--- src/rtl/lsu_mem_ctrl_if.sv ---
// ---------------------------------------------------------------------------
// lsu_mem_ctrl_if
//
// Purpose: bundles the request/response handshake between the pipeline MEM
// stage and the load/store controller, together with the controller's
// command/data bus towards the byte-addressed data memory.
//
// Signal summary:
//   req_valid/req_ready   request handshake (accepted when both high)
//   req_write             1 = store, 0 = load
//   req_funct3            RV32I size/sign code (000 b, 001 h, 010 w, 100 bu, 101 hu)
//   req_addr, req_wdata   byte address and store data
//   resp_valid            one-cycle completion pulse
//   resp_err              request faulted (qualified by resp_valid)
//   resp_rdata            load result, 0 for stores and faults
//   dm_we/dm_re           memory write/read enable
//   dm_mode               memory access mode (funct3 encoding)
//   dm_addr, dm_wdata     memory byte address and write data
//   dm_rdata              memory read data, valid the cycle after dm_re
//
// Modports:
//   slave  - the controller
//   master - the environment (pipeline plus memory)
// ---------------------------------------------------------------------------
interface lsu_mem_ctrl_if #(
    parameter int ADDR_W = 10
);
    logic              req_valid;
    logic              req_ready;
    logic              req_write;
    logic [2:0]        req_funct3;
    logic [31:0]       req_addr;
    logic [31:0]       req_wdata;

    logic              resp_valid;
    logic              resp_err;
    logic [31:0]       resp_rdata;

    logic              dm_we;
    logic              dm_re;
    logic [2:0]        dm_mode;
    logic [ADDR_W-1:0] dm_addr;
    logic [31:0]       dm_wdata;
    logic [31:0]       dm_rdata;

    modport slave (
        input  req_valid, req_write, req_funct3, req_addr, req_wdata, dm_rdata,
        output req_ready, resp_valid, resp_err, resp_rdata,
               dm_we, dm_re, dm_mode, dm_addr, dm_wdata
    );

    modport master (
        output req_valid, req_write, req_funct3, req_addr, req_wdata, dm_rdata,
        input  req_ready, resp_valid, resp_err, resp_rdata,
               dm_we, dm_re, dm_mode, dm_addr, dm_wdata
    );
endinterface

--- src/rtl/lsu_mem_ctrl.sv ---
// ---------------------------------------------------------------------------
// lsu_mem_ctrl
//
// Purpose: load/store initiator between the MEM pipeline stage and a
// byte-addressed little-endian data memory. One request is in flight at a
// time. Naturally aligned accesses go out as a single memory command;
// misaligned halfword/word accesses are split into consecutive byte
// commands and the load bytes are reassembled before sign/zero extension.
// Out-of-range addresses and illegal size/direction combinations are
// answered with an error response without touching memory.
//
// Ports:
//   clk  - clock, all state updates on the rising edge
//   rst  - synchronous active-high reset
//   bus  - lsu_mem_ctrl_if.slave (request, response and memory bus)
//
// Timing for a request accepted in cycle T with N beats:
//   T+1 .. T+N   ISSUE  one memory command per cycle
//   T+N+1        DRAIN  last read data arrives, result formed
//   T+N+2        RESP   resp_valid pulse (a new request may be taken here)
// A faulted request goes straight to RESP at T+1.
// ---------------------------------------------------------------------------
module lsu_mem_ctrl #(
    parameter int ADDR_W = 10
) (
    input logic            clk,
    input logic            rst,
    lsu_mem_ctrl_if.slave  bus
);

    typedef enum logic [1:0] {
        ST_IDLE  = 2'd0,
        ST_ISSUE = 2'd1,
        ST_DRAIN = 2'd2,
        ST_RESP  = 2'd3
    } state_t;

    state_t            state_q;
    state_t            state_d;

    // Request fields latched at acceptance; the input bus is ignored after that.
    logic              write_q;
    logic [2:0]        funct3_q;
    logic [ADDR_W-1:0] addr_q;
    logic [31:0]       wdata_q;
    logic              split_q;       // access is broken into byte beats
    logic [1:0]        last_beat_q;   // index of the final beat (N-1)
    logic [1:0]        beat_q;        // beat currently on the memory bus

    logic              resp_err_q;
    logic [31:0]       resp_rdata_q;

    // Decode of the incoming request.
    logic              req_ready_c;
    logic              accept;
    logic              addr_out_of_range;
    logic              funct3_illegal;
    logic              store_unsigned;
    logic              req_fault;
    logic              req_split;
    logic [1:0]        req_last_beat;

    // Memory command outputs.
    logic              dm_we_c;
    logic              dm_re_c;
    logic [2:0]        dm_mode_c;
    logic [ADDR_W-1:0] dm_addr_c;
    logic [31:0]       dm_wdata_c;

    // Load data assembly.
    logic              capture_en;
    logic [1:0]        capture_lane;
    logic [31:0]       merged_word;
    logic [31:0]       final_word;
    logic [31:0]       load_result;

    // -----------------------------------------------------------------------
    // Request decode
    // -----------------------------------------------------------------------
    assign req_ready_c = (state_q == ST_IDLE) || (state_q == ST_RESP);
    assign accept      = bus.req_valid && req_ready_c;

    assign addr_out_of_range = |bus.req_addr[31:ADDR_W];
    assign funct3_illegal    = (bus.req_funct3 == 3'b011) ||
                               (bus.req_funct3 == 3'b110) ||
                               (bus.req_funct3 == 3'b111);
    // Unsigned variants only make sense for loads.
    assign store_unsigned    = bus.req_write && bus.req_funct3[2];
    assign req_fault         = addr_out_of_range || funct3_illegal || store_unsigned;

    // funct3[1:0] carries the size: 00 byte, 01 half, 10 word. Bytes never split.
    always_comb begin
        req_split     = 1'b0;
        req_last_beat = 2'd0;
        if ((bus.req_funct3[1:0] == 2'b01) && bus.req_addr[0]) begin
            req_split     = 1'b1;
            req_last_beat = 2'd1;
        end else if ((bus.req_funct3[1:0] == 2'b10) && (bus.req_addr[1:0] != 2'b00)) begin
            req_split     = 1'b1;
            req_last_beat = 2'd3;
        end
    end

    // -----------------------------------------------------------------------
    // FSM: state register
    // -----------------------------------------------------------------------
    always_ff @(posedge clk) begin
        if (rst) begin
            state_q <= ST_IDLE;
        end else begin
            state_q <= state_d;
        end
    end

    // -----------------------------------------------------------------------
    // FSM: next state and memory command outputs
    // -----------------------------------------------------------------------
    always_comb begin
        state_d    = state_q;
        dm_we_c    = 1'b0;
        dm_re_c    = 1'b0;
        dm_mode_c  = 3'b000;
        dm_addr_c  = '0;
        dm_wdata_c = 32'h0;

        case (state_q)
            ST_IDLE: begin
                if (accept) begin
                    state_d = req_fault ? ST_RESP : ST_ISSUE;
                end
            end

            ST_ISSUE: begin
                dm_we_c   = write_q;
                dm_re_c   = ~write_q;
                // Beat address wraps naturally at the top of the memory.
                dm_addr_c = addr_q + ADDR_W'(beat_q);
                if (split_q) begin
                    dm_mode_c  = write_q ? 3'b000 : 3'b100;
                    dm_wdata_c = {24'h0, wdata_q[{beat_q, 3'b000} +: 8]};
                end else begin
                    dm_mode_c  = funct3_q;
                    dm_wdata_c = wdata_q;
                end
                if (beat_q == last_beat_q) begin
                    state_d = ST_DRAIN;
                end
            end

            ST_DRAIN: begin
                state_d = ST_RESP;
            end

            ST_RESP: begin
                // Back-to-back: a request taken here skips the IDLE bubble.
                if (accept) begin
                    state_d = req_fault ? ST_RESP : ST_ISSUE;
                end else begin
                    state_d = ST_IDLE;
                end
            end

            default: begin
                state_d = ST_IDLE;
            end
        endcase
    end

    // -----------------------------------------------------------------------
    // Request latch, beat counter and response registers
    // -----------------------------------------------------------------------
    always_ff @(posedge clk) begin
        if (rst) begin
            write_q      <= 1'b0;
            funct3_q     <= 3'b000;
            addr_q       <= '0;
            wdata_q      <= 32'h0;
            split_q      <= 1'b0;
            last_beat_q  <= 2'd0;
            beat_q       <= 2'd0;
            resp_err_q   <= 1'b0;
            resp_rdata_q <= 32'h0;
        end else begin
            if (accept) begin
                write_q     <= bus.req_write;
                funct3_q    <= bus.req_funct3;
                addr_q      <= bus.req_addr[ADDR_W-1:0];
                wdata_q     <= bus.req_wdata;
                split_q     <= req_split;
                last_beat_q <= req_last_beat;
                beat_q      <= 2'd0;
                resp_err_q  <= req_fault;
                if (req_fault) begin
                    resp_rdata_q <= 32'h0;
                end
            end else if (state_q == ST_ISSUE) begin
                beat_q <= beat_q + 2'd1;
            end

            if (state_q == ST_DRAIN) begin
                resp_rdata_q <= write_q ? 32'h0 : load_result;
            end
        end
    end

    // -----------------------------------------------------------------------
    // Load byte assembly
    //
    // Read data lags the command by one cycle, so while beat k is on the bus
    // the byte for beat k-1 is arriving; the final byte arrives in DRAIN and
    // is merged combinationally rather than stored first.
    // -----------------------------------------------------------------------
    assign capture_en   = ~write_q && split_q &&
                          (((state_q == ST_ISSUE) && (beat_q != 2'd0)) || (state_q == ST_DRAIN));
    assign capture_lane = (state_q == ST_DRAIN) ? last_beat_q : (beat_q - 2'd1);

    genvar gi;
    generate
        for (gi = 0; gi < 4; gi++) begin : g_lane
            logic [7:0] lane_q;

            always_ff @(posedge clk) begin
                if (rst) begin
                    lane_q <= 8'h00;
                end else if (accept) begin
                    lane_q <= 8'h00;
                end else if (capture_en && (capture_lane == 2'(gi))) begin
                    lane_q <= bus.dm_rdata[7:0];
                end
            end

            assign merged_word[8*gi +: 8] = (capture_lane == 2'(gi)) ? bus.dm_rdata[7:0] : lane_q;
        end
    endgenerate

    // Unsplit accesses already come back sized and extended by the memory.
    assign final_word = split_q ? merged_word : bus.dm_rdata;

    always_comb begin
        load_result = final_word;
        case (funct3_q)
            3'b001:  load_result = {{16{final_word[15]}}, final_word[15:0]};
            3'b101:  load_result = {16'h0, final_word[15:0]};
            default: load_result = final_word;
        endcase
    end

    // -----------------------------------------------------------------------
    // Outputs
    // -----------------------------------------------------------------------
    assign bus.req_ready  = req_ready_c;
    assign bus.resp_valid = (state_q == ST_RESP);
    // The error flag is held after a fault; only show it alongside the pulse.
    assign bus.resp_err   = (state_q == ST_RESP) && resp_err_q;
    assign bus.resp_rdata = resp_rdata_q;
    assign bus.dm_we      = dm_we_c;
    assign bus.dm_re      = dm_re_c;
    assign bus.dm_mode    = dm_mode_c;
    assign bus.dm_addr    = dm_addr_c;
    assign bus.dm_wdata   = dm_wdata_c;

endmodule

--- src/flat_wrapper.sv ---
// flat-port wrapper written by rule: the top's interface ports become plain ports
module lsu_mem_ctrl_flat 
#(
    parameter int ADDR_W = 10
)
  (clk, rst, bus_req_valid, bus_req_write, bus_req_funct3, bus_req_addr, bus_req_wdata, bus_dm_rdata, bus_req_ready, bus_resp_valid, bus_resp_err, bus_resp_rdata, bus_dm_we, bus_dm_re, bus_dm_mode, bus_dm_addr, bus_dm_wdata);
  lsu_mem_ctrl_if #(.ADDR_W(ADDR_W)) bus_i ();
  input logic clk;
  input logic rst;
  input wire logic [$bits(bus_i.req_valid)-1:0] bus_req_valid;
  input wire logic [$bits(bus_i.req_write)-1:0] bus_req_write;
  input wire logic [$bits(bus_i.req_funct3)-1:0] bus_req_funct3;
  input wire logic [$bits(bus_i.req_addr)-1:0] bus_req_addr;
  input wire logic [$bits(bus_i.req_wdata)-1:0] bus_req_wdata;
  input wire logic [$bits(bus_i.dm_rdata)-1:0] bus_dm_rdata;
  output wire logic [$bits(bus_i.req_ready)-1:0] bus_req_ready;
  output wire logic [$bits(bus_i.resp_valid)-1:0] bus_resp_valid;
  output wire logic [$bits(bus_i.resp_err)-1:0] bus_resp_err;
  output wire logic [$bits(bus_i.resp_rdata)-1:0] bus_resp_rdata;
  output wire logic [$bits(bus_i.dm_we)-1:0] bus_dm_we;
  output wire logic [$bits(bus_i.dm_re)-1:0] bus_dm_re;
  output wire logic [$bits(bus_i.dm_mode)-1:0] bus_dm_mode;
  output wire logic [$bits(bus_i.dm_addr)-1:0] bus_dm_addr;
  output wire logic [$bits(bus_i.dm_wdata)-1:0] bus_dm_wdata;
  assign bus_i.req_valid = bus_req_valid;
  assign bus_i.req_write = bus_req_write;
  assign bus_i.req_funct3 = bus_req_funct3;
  assign bus_i.req_addr = bus_req_addr;
  assign bus_i.req_wdata = bus_req_wdata;
  assign bus_i.dm_rdata = bus_dm_rdata;
  assign bus_req_ready = bus_i.req_ready;
  assign bus_resp_valid = bus_i.resp_valid;
  assign bus_resp_err = bus_i.resp_err;
  assign bus_resp_rdata = bus_i.resp_rdata;
  assign bus_dm_we = bus_i.dm_we;
  assign bus_dm_re = bus_i.dm_re;
  assign bus_dm_mode = bus_i.dm_mode;
  assign bus_dm_addr = bus_i.dm_addr;
  assign bus_dm_wdata = bus_i.dm_wdata;
  lsu_mem_ctrl #(.ADDR_W(ADDR_W)) u_core (.clk(clk), .rst(rst), .bus(bus_i));
endmodule
--- config.mk ---
export PLATFORM = sky130hd
export DESIGN_NAME = lsu_mem_ctrl_flat
export DESIGN_NICKNAME = d
export VERILOG_FILES = /design/src/rtl/lsu_mem_ctrl_if.sv /design/src/rtl/lsu_mem_ctrl.sv /design/src/flat_wrapper.sv
export SDC_FILE = /design/constraint.sdc
export NUM_CORES = 1
export LEC_CHECK = 0
export BUFFER_PORTS_ARGS = -buffer_cell sky130_fd_sc_hd__buf_2
export CELL_PAD_IN_SITES_DETAIL_PLACEMENT = 1
export CELL_PAD_IN_SITES_GLOBAL_PLACEMENT = 2
export CORE_MARGIN = 2
export CORE_UTILIZATION = 31
export CTS_CLUSTER_SIZE = 12
export DETAILED_ROUTE_END_ITERATION = 7
export PLACE_DENSITY_LB_ADDON = 0.1
export SLEW_MARGIN = 30
export SYNTH_ARGS = -nofsm -noshare
export SYNTH_HDL_FRONTEND = slang
export SYNTH_SLANG_ARGS = --single-unit
--- constraint.sdc ---
create_clock -name clk -period 4.8 [get_ports clk]
set_input_delay 0.96 -clock clk [delete_from_list [all_inputs] [get_ports clk]]
set_output_delay 0.96 -clock clk [all_outputs]
set_load 0.01 [all_outputs]
==> impl_results.md, run 1 <==
- Synth top area share: 0.401
- Final Hold Fails: 0
- Yosys top cell by area: dfxtp_1
- Worst path slowest cell: a21oi_1
- Max incr delay on CP: 0.63 ns
- Vias per cell: 5.17
- Worst hold start: u_core.g_lane[3].lane_q[4]
- DR pass1 iterations: 5
- Mux contribution to synthesized area: 0.0719
- Largest family of logic cells by synthesized area: simple AND/OR/NAND/NOR gates
- Worst r2r path cells: 7
- Final Max Slew Viols: 0
- Commonest non-fill, non-tap cell in the layout: buf_2
- Worst Path Required: 3.84 ns
- Critical Path AT: 2.44 ns
- Worst-Margin Slew: 0.927 ns
- Synth area leaders: dfxtp_1, nand2_1, a21oi_1
- Filler cells: 2302
- Synth Flop Type: dfxtp_1
- Initial core utilization: 0.315
- Initial antenna violation count: 2
- Syn. warnings: 0
- Synth cell types: 45
- Synth Register Bits: 117
- Switch share: 0.389
- Peak supply drop: 0.265 mV
- Routed wire length: 21300 um
- Die area: 20000 um^2
- Vias in the first global route: 6161
- Reg2Reg Setup Slack: 1.52 ns
- Nets: 1007
- Worst-path maximum fanout: 19
- Tcrit/Tclk final: 0.708
- Final Setup Violations: 0
- RSZ-0062 raised after global routing: no
- Post-DP Area: 6910 um^2
- Via count: 5907
- FF-to-FF Start: u_core.beat_q[0]
- Outcome: completed
- Clk sinks: 117
- Die height: 141 um
- Die width: 141 um
- Post-synthesis sequential area ratio: 0.401
- Setup Skew: 0.0239 ns
- Most frequent cells in the layout: buf_2, nand2_1, dfxtp_1, a21oi_1, nor2_1
- Mapped Area: 5840 um^2
- Fraction of the mapped netlist area in compound gates: 0.191
- Post-DP HPWL: 15100 um
- Post-CTS Setup Bufs: 0
- CTS buffer count: 17
- Critical Path Source: u_core.split_q
- Clock latency on the worst-skew pair: 0.43 ns
- Internal: 2.39 mW
- Post-synthesis simple-gate area fraction: 0.254
- Post-cts resize count: 0
- Slew margin rel.: 0.379
- Ant diodes: 0
- Design area: 7520 um^2
- Tot Pwr: 3.92 mW
- CTS tree: yes
- Clock tree buffer depth: 2
- Max_cap viols: 0
- CP Launch Type: flop
- Reg power frac: 0.313
- Core footprint: 18600 um^2
- Fin Setup TNS: 0 ns
- GP Congestion: 0.757
- Hold-fix buffers, CTS: 0
- Critical Path Most Common Cell: a21oi_1
- Crit-path cells: clkinv_1, a21oi_1, o21ai_0, a21oi_1, buf_2
- Xor/xnor cell area share of the yosys netlist: 0.0165
- Largest net degree at the start of global routing: 77
- Worst Hold Path EP: u_core.g_lane[3].lane_q[4]
- Grt total ovfl: 0
- First-pass GRT wire length: 33000 um
- Comb power frac: 0.357
- Syn avg cell area: 7.87 um^2
- Avg WL per Cell: 18.6 um
- Net Sw Power: 1.52 mW
- Clock power share: 0.330
- # port buffers: 184
- Worst setup EP type: output pin
- Clk root buf: clkbuf_16
- Rows: 50
- Leakage dissipation: 3.28 nW
- Hold Crit Class: flop to flop
- Buf+Inv Stages, Crit Path: 2
- Fmax: 0.294 GHz
- Syn Inst Count: 743
- H-tree depth: 4
- Synth Area in Adders: 0.0184
- Clock period minus worst slack: 3.40 ns
- Post-route ant nets: 0
- WS Path Type: flop to output pin
- # IOs: 185
- Iter 0 DRT Violations: 185
- Clk pin slew, worst setup/hold paths: 0.06 ns
- Drt drc: 0
- Hold path depth: 2
- Layout cell share with drive strength beyond 1: 0.278
- Post-Syn Nets: 854
- EDFF count, synth: 0
- Share of flip-flops with an asynchronous set or reset: 0
- Syn-to-layout area delta: 28.6%
- Power Density: 521 nW/um^2
- Critical path's top delay family: compound AO/OA/AOI/OAI gates
- GRT Util Overall: 0.212
- Reg2reg end: u_core.bus.resp_rdata[21]
==> Yosys cell counts, types with 2 or more instances <==
| cell | instances |
|---|---|
| a211oi_1 | 18 |
| a21oi_1 | 101 |
| a22oi_1 | 9 |
| a31oi_1 | 2 |
| a32o_1 | 7 |
| and2_1 | 38 |
| and3_1 | 3 |
| buf_1 | 5 |
| buf_2 | 9 |
| clkbuf_1 | 43 |
| clkinv_1 | 2 |
| dfxtp_1 | 117 |
| ha_1 | 7 |
| inv_1 | 7 |
| mux2_2 | 16 |
| mux2i_1 | 24 |
| nand2_1 | 135 |
| nand2b_1 | 12 |
| nand3_1 | 20 |
| nand4_1 | 4 |
| nor2_1 | 43 |
| nor2b_1 | 4 |
| nor3_1 | 27 |
| nor4_1 | 21 |
| o211ai_1 | 16 |
| o21ai_0 | 16 |
| o21ai_1 | 2 |
| o22ai_1 | 9 |
| xnor2_1 | 6 |
| xor2_1 | 5 |
==> routing by layer <==
layer  GRT usage  up-vias  part of all wire
li1            -     2909                 -
met1       0.261     2874              0.44
met2       0.370      114              0.51
met3      0.0560        6             0.043
met4      0.0489        4            0.0031
met5           0        -            0.0010
==> state kept, by name, summed over array words and instances (netlist names) <==
name	count
u_core.addr_q	10
u_core.beat_q	2
u_core.bus.resp_rdata	32
u_core.funct3_q	3
u_core.g_lane.lane_q	32
u_core.last_beat_q	1
u_core.resp_err_q	1
u_core.split_q	1
u_core.state_q	2
u_core.wdata_q	32
u_core.write_q	1
==> kinds of logic after synthesis <==
logic type | count (synthesis)
flops | 117
simple gates | 314
compound gates | 185
fa+ha+maj | 8
buf+inv | 68
mux | 40
xor+xnor | 11
==> power by group through the flow <==
stage | logic [mW] | clock network, mW | registers [mW]
floorplan | 0.956 | 0 | 1.21
global placement | 1.37 | 0 | 1.24
detailed placement | 1.41 | 0 | 1.25
CTS | 1.42 | 1.32 | 1.23
global route | 1.56 | 1.37 | 1.24
finish | 1.40 | 1.29 | 1.23
==> worst max path at each step <==
stage                     cells after the start                   endpoint  slack, ns
after detailed placement                      7  u_core.bus.resp_rdata[21]       1.55
after CTS                                     5            bus_dm_wdata[6]       1.38
final                                         5            bus_dm_wdata[6]       1.40
after floorplan                              11  u_core.bus.resp_rdata[28]       2.19
after global placement                        5            bus_dm_wdata[6]       1.84
after global routing                          5            bus_dm_wdata[6]       1.14
==> through the flow <==
stage | worst slack (ns) | utilization | hold slack (ns) | instances
6_report | 1.40 | 0.405 | 0.453 | 1143
2_1_floorplan | 2.19 | - | 0.431 | 743
3_3_place_gp | 1.84 | 0.371 | 0.441 | 1111
3_5_place_dp | 1.55 | 0.372 | 0.445 | 1111
5_1_grt | 1.14 | 0.405 | 0.472 | 1143
4_1_cts | 1.38 | 0.404 | 0.452 | 1143
==> worst min-delay path, stage by stage, from the launching register on <==
cell and delay (ns):
dfxtp_1 0.30, nand2_1 0.05, a21oi_1 0.05
==> area by class of cell <==
type | instances | area, um^2 | area share
inverter | 9 | 33.8 | 0.00449
clock inverter | 10 | 121 | 0.0161
tap | 234 | 293 | 0.0390
sequential | 117 | 2340 | 0.312
clock buffer | 22 | 484 | 0.0644
timing repair buffer | 193 | 988 | 0.132
multi-input combinational | 558 | 3250 | 0.433
Power figures use the tool's default switching activity.
==> inputs of run 2 (changes only) <==
--- a/config.mk
+++ b/config.mk
@@ -9,7 +9,7 @@
 export CELL_PAD_IN_SITES_DETAIL_PLACEMENT = 1
 export CELL_PAD_IN_SITES_GLOBAL_PLACEMENT = 2
 export CORE_MARGIN = 2
-export CORE_UTILIZATION = 31
+export CORE_UTILIZATION = 28
 export CTS_CLUSTER_SIZE = 12
 export DETAILED_ROUTE_END_ITERATION = 7
 export PLACE_DENSITY_LB_ADDON = 0.1
==> constraint.sdc (replaced) <==
create_clock -name clk -period 3.3 [get_ports clk]
set_input_delay 0.66 -clock clk [delete_from_list [all_inputs] [get_ports clk]]
set_output_delay 0.66 -clock clk [all_outputs]
set_load 0.01 [all_outputs]
==> impl_results.md, run 2 (synthesized netlist as in run 1, its figures left out) <==
- Multi-input logic area: 3240 um^2
- Peak supply drop: 0.326 mV
- DR pass1 iterations: 4
- Filler cells: 2505
- Finished Layout Cells: 1188
- Clock period minus worst slack: 2.99 ns
- Largest net degree at the start of global routing: 49
- Worst-path maximum fanout: 16
- # IOs: 185
- GP Congestion: 0.763
- GR Util met2: 0.358
- First-pass GRT wire length: 34900 um
- Grt total ovfl: 0
- Post-DP Area: 7000 um^2
- H-tree depth: 4
- Worst path slowest cell: a311oi_4
- Clock tree buffer depth: 2
- Sequential cell area: 2340 um^2
- Drt drc: 0
- # port buffers: 184
- Avg WL per Cell: 18.9 um
- Clk sinks: 117
- Hold path depth: 2
- Slew margin rel.: 0.393
- Worst setup EP type: flop
- GRT met1 Usage: 0.244
- Core footprint: 20400 um^2
- Die area: 22000 um^2
- Initial antenna violation count: 3
- CTS tree: yes
- GRT Util Overall: 0.203
- Initial core utilization: 0.287
- Power Density: 765 nW/um^2
- Setup Skew: 0.00792 ns
- Routed wire length: 22400 um
- Critical Path AT: 3.33 ns
- Worst Path Required: 3.64 ns
- Hold-fix buffers, CTS: 0
- Reg2Reg Setup Slack: 0.31 ns
- Layout cell share with drive strength beyond 1: 0.283
- Die width: 148 um
- Gr busiest metal: met2
- Via count: 6026
- Final Hold Fails: 0
- Leakage dissipation: 3.31 nW
- WS Path Type: flop to flop
- CTS buffer count: 17
- Met3 Track Usage GR: 0.0485
- Crit-path cells: inv_1, ha_1, nor3b_1, o21ai_0, a311oi_4, o211ai_1, a21oi_1
- RSZ-0062 raised after global routing: no
- Max incr delay on CP: 0.78 ns
- CP Launch Type: flop
- Worst hold start: u_core.g_lane[3].lane_q[4]
- Syn-to-layout area delta: 30.6%
- Max_cap viols: 0
- Nets: 1014
- Clk root buf: clkbuf_16
- Worst r2r path cells: 7
- Final Max Slew Viols: 0
- Post-CTS Setup Bufs: 0
- Outcome: completed
- Worst-Margin Slew: 0.904 ns
- Post-route ant nets: 0
- Worst Hold Path EP: u_core.g_lane[3].lane_q[4]
- Post-cts resize count: 0
- Vias in the first global route: 6539
- Final Setup Violations: 0
- Design area: 7630 um^2
- Iter 0 DRT Violations: 260
- Commonest non-fill, non-tap cell in the layout: buf_2
- Tcrit/Tclk final: 0.905
- Fin Setup TNS: 0 ns
- Rows: 52
- Post-DP HPWL: 15900 um
- Hold Crit Class: flop to flop
- FF-to-FF Start: u_core.beat_q[0]
- Clk pin slew, worst setup/hold paths: 0.05 ns
- Clock latency on the worst-skew pair: 0.42 ns
- Placed Cells: 1154
- Most frequent cells in the layout: buf_2, nand2_1, dfxtp_1, a21oi_1, nor2_1
- Die height: 148 um
- Reg2reg end: u_core.bus.resp_rdata[25]
- Final Core Density: 0.375
- Worst hold slack: 0.453 ns
- Fmax: 0.335 GHz
- Vias per cell: 5.07
run 2: changes by cell type in the layout (fill, tap and decap cells not counted), sizes merged:
cell,change
clkinvlp,+1
clkinv,-2
bufinv,+1
diode,+2
buf,+7
run 2: final cells by class:
| type | count | area share |
|---|---|---|
| tap | 270 | 0.0443 |
| multi-input combinational | 558 | 0.425 |
| sequential | 117 | 0.307 |
| timing repair buffer | 200 | 0.136 |
| clock inverter | 10 | 0.0190 |
| antenna | 2 | 0.000656 |
| inverter | 9 | 0.00443 |
| clock buffer | 22 | 0.0634 |
run 2: power breakdown:
group / internal (mW) / total, mW / switching, mW
sequential: 1.61 / 1.79 / 0.178
combinational: 0.701 / 2.08 / 1.38
clock: 1.27 / 1.97 / 0.699
run 2: worst max path at each step:
| stage | from | endpoint | slack [ns] | cells after the start |
|---|---|---|---|---|
| after global routing | u_core.beat_q[0] | u_core.bus.resp_rdata[25] | 0.04 | 7 |
| final | u_core.beat_q[0] | u_core.bus.resp_rdata[25] | 0.31 | 7 |
| after CTS | u_core.beat_q[0] | u_core.bus.resp_rdata[25] | 0.30 | 7 |
| after global placement | u_core.beat_q[0] | u_core.bus.resp_rdata[23] | 0.53 | 7 |
| after detailed placement | u_core.beat_q[0] | u_core.bus.resp_rdata[30] | 0.34 | 7 |
| after floorplan | u_core.beat_q[0] | u_core.bus.resp_rdata[28] | 0.69 | 11 |
run 2: stage by stage:
stage,total power [mW],setup WS (ns)
finish,5.84,0.314
global route,6.21,0.0396
CTS,5.92,0.297
detailed placement,3.93,0.341
global placement,3.87,0.527
floorplan,3.16,0.687
run 2: worst max-delay path: cells and delay by family, from the launching register on:
family / cells / cell delay (ns)
buf+inv: 1 / 0.11
fa+ha+maj: 1 / 0.43
compound gates: 4 / 1.40
simple gates: 1 / 0.42
flops: 1 / 0.53
run 2: layer usage:
metal | routed length (um) | part of all wire
met4 | 427 | 0.019
met5 | 13 | 0.00058
met1 | 9480 | 0.42
met3 | 1050 | 0.047
met2 | 11400 | 0.51
